`config.mk`:
```
export PLATFORM = sky130hd
export DESIGN_NAME = bus_arbiter
export DESIGN_NICKNAME = d
export VERILOG_FILES = /design/src/rtl/bus_arbiter.sv
export SDC_FILE = /design/constraint.sdc
export NUM_CORES = 1
export LEC_CHECK = 0
export CAP_MARGIN = 30
export CORE_ASPECT_RATIO = 1.5
export CORE_MARGIN = 2
export CORE_UTILIZATION = 40
export CTS_BUF_LIST = sky130_fd_sc_hd__clkbuf_8
export CTS_CLUSTER_SIZE = 14
export DETAILED_ROUTE_END_ITERATION = 7
export PLACE_DENSITY_LB_ADDON = 0.08
export SYNTH_ARGS = -nofsm -noshare
export SYNTH_HDL_FRONTEND = slang
export SYNTH_SLANG_ARGS = --single-unit
```
`constraint.sdc`:
```
create_clock -name clk -period 1.8 [get_ports clk]
set_input_delay 0.36 -clock clk [delete_from_list [all_inputs] [get_ports clk]]
set_output_delay 0.36 -clock clk [all_outputs]
set_load 0.03 [all_outputs]
```
`src/rtl/bus_arbiter.sv`:
```
// -----------------------------------------------------------------------------
// bus_arbiter
//
// Arbitrates one shared bus between two initiators and a split-capable target.
// The target can defer an initiator's transaction with split_ack. Later it
// returns the read data by requesting the bus itself with split_req. The
// deferred initiator stays locked out until that split data return completes.
//
// Optional feature (compile-time macro):
//   ARB_ROUND_ROBIN_EN  - when defined, simultaneous eligible init1/init2
//                         requests alternate. The first tie after reset goes
//                         to init1. When the macro is undefined, init1 always
//                         wins and there is no last-winner register.
//
// Parameters:
//   TIMEOUT_CYCLES - maximum number of cycles one grant may be held without
//                    txn_done before the grant is revoked.
//
// Ports:
//   clk          in   rising-edge clock
//   rst          in   asynchronous active-high reset
//   init1_req    in   initiator 1 bus request, held until its transaction ends
//   init2_req    in   initiator 2 bus request, held until its transaction ends
//   split_req    in   split target requests the bus to return deferred data
//   split_ack    in   pulse: the target deferred the current transaction
//   txn_done     in   pulse: the current transaction completed
//   init1_grant  out  registered grant to initiator 1
//   init2_grant  out  registered grant to initiator 2
//   split_grant  out  registered grant to the split target
//   owner        out  current master: 0 none, 1 init1, 2 init2, 3 split target
//   split_owner  out  initiator waiting for split data (0 none, 1, 2)
//   timeout      out  pulse in the cycle a grant is forcibly revoked
// -----------------------------------------------------------------------------
module bus_arbiter #(
  parameter int TIMEOUT_CYCLES = 64
) (
  input  logic       clk,
  input  logic       rst,
  input  logic       init1_req,
  input  logic       init2_req,
  input  logic       split_req,
  input  logic       split_ack,
  input  logic       txn_done,
  output logic       init1_grant,
  output logic       init2_grant,
  output logic       split_grant,
  output logic [1:0] owner,
  output logic [1:0] split_owner,
  output logic       timeout
);

  // The hold counter is at least 8 bits wide. It is also wide enough to
  // reach TIMEOUT_CYCLES-1, so it can never saturate before the limit.
  localparam int HW = ($clog2(TIMEOUT_CYCLES + 1) > 8) ? $clog2(TIMEOUT_CYCLES + 1) : 8;
  localparam logic [HW-1:0] HOLD_LAST = HW'(TIMEOUT_CYCLES - 1);

  // The state encoding equals the owner code, so owner is a direct read of
  // the state register.
  typedef enum logic [1:0] {
    IDLE       = 2'd0,
    BUSY_I1    = 2'd1,
    BUSY_I2    = 2'd2,
    BUSY_SPLIT = 2'd3
  } state_t;

  state_t          state, state_next;
  logic            split_pending, split_pending_next;
  logic [1:0]      split_owner_next;
  logic [HW-1:0]   hold, hold_next;
  // armed is low for the first edge after reset. The first grant therefore
  // lands on the second rising edge at the earliest.
  logic            armed;
  logic            prefer_i2;

  logic            elig1, elig2;
  logic            owner_req;
  logic            split_take;
  logic            release_bus;

`ifdef ARB_ROUND_ROBIN_EN
  // Set when init1 won the most recent initiator arbitration.
  logic            last_i1;

  assign prefer_i2 = last_i1;

  always_ff @(posedge clk or posedge rst) begin
    if (rst) begin
      last_i1 <= 1'b0;
    end else if (state == IDLE) begin
      if (state_next == BUSY_I1) begin
        last_i1 <= 1'b1;
      end else if (state_next == BUSY_I2) begin
        last_i1 <= 1'b0;
      end
    end
  end
`else
  assign prefer_i2 = 1'b0;
`endif

  // The initiator that was split off cannot re-arbitrate until its data
  // has been returned.
  assign elig1 = init1_req && !(split_pending && (split_owner == 2'd1));
  assign elig2 = init2_req && !(split_pending && (split_owner == 2'd2));

  // A second split_ack, or one that arrives while the split target owns the
  // bus, is ignored.
  assign split_take = split_ack && !split_pending &&
                      ((state == BUSY_I1) || (state == BUSY_I2));

  always_comb begin
    // NOTE: every variable assigned here gets a default first. Otherwise a
    // path that skips an assignment would infer a latch.
    state_next         = state;
    split_pending_next = split_pending;
    split_owner_next   = split_owner;
    hold_next          = hold;
    timeout            = 1'b0;
    release_bus        = 1'b0;
    owner_req          = 1'b0;

    case (state)
      BUSY_I1:    owner_req = init1_req;
      BUSY_I2:    owner_req = init2_req;
      BUSY_SPLIT: owner_req = split_req;
      default:    owner_req = 1'b0;
    endcase

    if (state == IDLE) begin
      // The counter is cleared here, so it reads 0 in the first BUSY cycle.
      hold_next = '0;
      if (armed) begin
        if (split_pending && split_req) begin
          state_next = BUSY_SPLIT;
        end else if (elig1 && elig2) begin
          state_next = prefer_i2 ? BUSY_I2 : BUSY_I1;
        end else if (elig1) begin
          state_next = BUSY_I1;
        end else if (elig2) begin
          state_next = BUSY_I2;
        end
      end
    end else begin
      // split_ack takes precedence over a txn_done in the same cycle.
      if (split_take) begin
        split_pending_next = 1'b1;
        split_owner_next   = (state == BUSY_I1) ? 2'd1 : 2'd2;
        state_next         = IDLE;
      end else if (txn_done) begin
        release_bus = 1'b1;
      end else if (hold == HOLD_LAST) begin
        timeout     = 1'b1;
        release_bus = 1'b1;
      end else if (!owner_req) begin
        release_bus = 1'b1;
      end else begin
        hold_next = hold + HW'(1);
      end

      // Going through IDLE guarantees one cycle with every grant low.
      if (release_bus) begin
        state_next = IDLE;
        if (state == BUSY_SPLIT) begin
          split_pending_next = 1'b0;
          split_owner_next   = 2'd0;
        end
      end
    end
  end

  // NOTE: sequential state uses non-blocking assignments only. All registers
  // update together from values sampled before the edge.
  always_ff @(posedge clk or posedge rst) begin
    if (rst) begin
      state         <= IDLE;
      split_pending <= 1'b0;
      split_owner   <= 2'd0;
      hold          <= '0;
      armed         <= 1'b0;
    end else begin
      state         <= state_next;
      split_pending <= split_pending_next;
      split_owner   <= split_owner_next;
      hold          <= hold_next;
      armed         <= 1'b1;
    end
  end

  assign init1_grant = (state == BUSY_I1);
  assign init2_grant = (state == BUSY_I2);
  assign split_grant = (state == BUSY_SPLIT);
  assign owner       = state;

endmodule

```
==> reports/summary.txt <==
status: complete, but fails checks
failing checks: setup timing
total global routing overflow: 0
Min-Delay Path Class: input pin to asynchronous set/reset pin
maximum buffer depth of the clock tree: 2
share of the synthesized area in the top cell type: 42.9%
post-synthesis sequential element count: 14
switching part of the total power: 42.1%
cell type of the slowest stage on the worst timing path: sky130_fd_sc_hd__dfrtp_2
flip-flop and latch area: 353 um^2
r2r endpoint: split_owner[0]
number of maximum-capacitance violations: 0
hold slack final: 464 ps
Fillers: 174
Final nets: 132
type of destination of the critical path: flip-flop
combinational group share of total power: 54.5%
CP Data Required Time: 1940 ps
total nets after synthesis: 101
post-route insts no fill: 141
CTS root buffer: sky130_fd_sc_hd__clkbuf_8
clock tree from TritonCTS: done
Synth area leader: sky130_fd_sc_hd__dfrtp_1
total via count in the routed design: 746
Worst IR Drop VDD: 0.663 mV
critical path class: flip-flop to flip-flop
final critical-path setup slack: -43.6 ps
final antenna diode count: 0
via count of the first global-routing pass: 748
post-synthesis compound-gate area fraction: 15.2%
part of the cycle the worst path needs: 102%
die outline height: 59.4 um
number of instances in the synthesized netlist: 89
cells taking the most area after synthesis: sky130_fd_sc_hd__dfrtp_1 (43%), sky130_fd_sc_hd__ha_1 (7.7%), sky130_fd_sc_hd__xor2_1 (7.5%)
dominant combinational cell family by area after synthesis: simple AND/OR/NAND/NOR gates
proportion of synthesized chip area in sequential cells: 42.9%
number of remaining DRC errors: 0
horizontal extent of the die: 40.9 um
largest fanout on the critical path: 5
residual antenna-violating net count after detailed routing: 0
Final Power: 0.00175 W
IO Count: 15
number of cell rows: 20
pin count of the biggest net entering global routing: 18
most frequent cells in the layout: sky130_fd_sc_hd__buf_4 (13), sky130_fd_sc_hd__dfrtp_1 (12), sky130_fd_sc_hd__nor2_1 (10)
number of pins with negative max-slew slack in the final report: 0
achievable clock frequency: 542 MHz
area of the multi-input gates: 483 um^2
launching element type of the critical path: flip-flop
detailed-placement wirelength estimate: 1440 um
worst slack, placed: -154 ps
initial core utilization: 41.3%
unrepaired setup endpoints after global routing: yes
power density of the placed cells: 1490 nW/um^2
placeable core area: 1980 um^2
routability congestion estimate: 0.714
Post-CTS Hold Buffers: 0
drt pass-1 iters: 4
P&R area growth vs syn: 44.1%
setup skew after layout: 2.40 ps
Num Clock Sinks: 14
number of library cell types mapped by synthesis: 27
Internal: 0.00101 W
wire length of the first global-routing pass: 3200 um
share of layout cells above drive strength 1: 26.9%
Global Route Usage Sum: 19.6%
final critical path time including I/O delays and setup: 1840 ps
number of warnings reported in the yosys synthesis log: 0
most common library cell in the layout ignoring fill and taps: sky130_fd_sc_hd__buf_4
multiplexer fraction of the synthesized cell area: 0%
netlist area before placement: 817 um^2
placed cells: 132
final-report hold violation count: 0
crit path DAT: 1980 ps
XOR/XNOR Fraction of Synth Area: 7.50%
transition time at the pin with the least slew margin: 552 ps
net switching power: 0.000737 W
share of synthesized cell area in and, or, nand and nor gates: 24.0%
cells along the critical path: buf_6 > ha_4 > a222oi_1 > a21oi_2 > a21bo_1 > a21o_1 > a22o_1
fraction of the mapped netlist area in adder cells: 7.66%
iteration-0 DRC count of the detailed router: 29
Max-slew headroom: 63.2%
clock group share of total power: 17.4%
worst-case register-to-register setup slack: -40 ps
clock buffers created by TritonCTS: 3
cell depth of the worst flop-to-flop path: 7
Leakage: 0.547 nW
Reg-to-Reg Start: owner[0]
Total Die Area: 2430 um^2
wire length reported by the detailed router: 2010 um
Seq pwr share: 28.1%
final total negative setup slack: -103 ps
number of setup violations in the final report: 6
post-DR vias/cell: 5.29
antenna violations before repair: 0
Worst-path clk slew: 60 ps
insertion delay of the later-clocked pin in the worst-skew pair: 240 ps
total of buffers placed on input and output ports: 14
mean post-synth cell area: 9.18 um^2
detail-routed net length per standard cell: 14.2 um
delay of the slowest cell on the worst path: 440 ps
H-Tree Level Count: 1
## flip-flops by register name, indices dropped and copies added, names as in the netlist
| name | count |
|---|---|
| armed | 1 |
| split_pending | 1 |
| split_owner | 2 |
| owner | 2 |
| hold | 8 |
## kinds of logic after synthesis
kind of cell    after synthesis
compound gates               19
simple gates                 38
flops                        14
buf+inv                       5
xor+xnor                      7
fa+ha+maj                     5
other cells                   1
## stage by stage
step / util, % / instance area [um^2]
6_report: 59.6 / 1180
5_1_grt: 59.6 / 1180
4_1_cts: 58.5 / 1160
3_5_place_dp: 53.8 / 1060
3_3_place_gp: 53.8 / 1060
2_1_floorplan: - / 838
## per-layer routing
layer	routed length (um)	share of wire, %	vias up	GRT usage, %
met5	0	0	-	0
met2	1080	54	17	35.3
li1	-	-	374	-
met1	811	40	350	20.0
met4	34	1.7	0	8.57
met3	81	4.0	5	4.14
## layout make-up
cell class	instances	area share [%]
clock buffers	4	4.68
inverters	3	1.17
multi-input cells	70	41.0
flip-flops and latches	14	30.0
well taps	22	2.34
repair buffers	28	20.8
## worst max-delay path: cells and delay by family (launching register included)
kind                     cells  cell delay (ps)
AO/OA/AOI/OAI                5             1020
flip-flops                   1              440
adder cells (fa/ha/maj)      1              150
buffers and inverters        1              130
## what timing repair did
item | in CTS | in global routing
gates resized for setup | 7 | 6
endpoints found under the setup margin | 7 | 14
endpoints found under the hold margin | 0 | 0
buffers inserted | 4 | 1
pin swaps | 6 | 5
## power groups by stage
stage | combinational (W) | sequential (W) | clock (W)
after floorplan | 0.000457 | 0.000553 | 0
after global placement | 0.000856 | 0.000491 | 0
after detailed placement | 0.000861 | 0.000498 | 0
after CTS | 0.000924 | 0.000484 | 0.000313
after global routing | 0.00104 | 0.000500 | 0.000324
final | 0.000953 | 0.000491 | 0.000305
## synth_stat cells
| library cell | n |
|---|---|
| sky130_fd_sc_hd__a21bo_1 | 1 |
| sky130_fd_sc_hd__a21boi_0 | 2 |
| sky130_fd_sc_hd__a21o_1 | 2 |
| sky130_fd_sc_hd__a21oi_1 | 5 |
| sky130_fd_sc_hd__a21oi_2 | 1 |
| sky130_fd_sc_hd__a222oi_1 | 1 |
| sky130_fd_sc_hd__a22o_1 | 1 |
| sky130_fd_sc_hd__and3_1 | 3 |
| sky130_fd_sc_hd__and3b_1 | 1 |
| sky130_fd_sc_hd__and4_1 | 1 |
| sky130_fd_sc_hd__and4bb_2 | 1 |
| sky130_fd_sc_hd__clkbuf_1 | 2 |
| sky130_fd_sc_hd__conb_1 | 1 |
| sky130_fd_sc_hd__dfrtp_1 | 14 |
| sky130_fd_sc_hd__ha_1 | 5 |
| sky130_fd_sc_hd__inv_1 | 3 |
| sky130_fd_sc_hd__nand2_1 | 8 |
| sky130_fd_sc_hd__nand2b_1 | 1 |
| sky130_fd_sc_hd__nand3_1 | 5 |
| sky130_fd_sc_hd__nand3b_1 | 2 |
| sky130_fd_sc_hd__nand4_1 | 2 |
| sky130_fd_sc_hd__nor2_1 | 10 |
| sky130_fd_sc_hd__nor3_1 | 3 |
| sky130_fd_sc_hd__o21ai_0 | 5 |
| sky130_fd_sc_hd__o22ai_1 | 1 |
| sky130_fd_sc_hd__or3_1 | 1 |
| sky130_fd_sc_hd__xor2_1 | 7 |
## how the worst max path moves through the flow
stage	start	to
global placement	init1_req	split_owner[0]
finish	owner[0]	split_owner[0]
CTS	owner[0]	timeout
global route	owner[0]	split_owner[0]
floorplan	owner[0]	split_owner[0]
detailed placement	init1_req	split_owner[1]
Power figures use the tool's default switching activity.
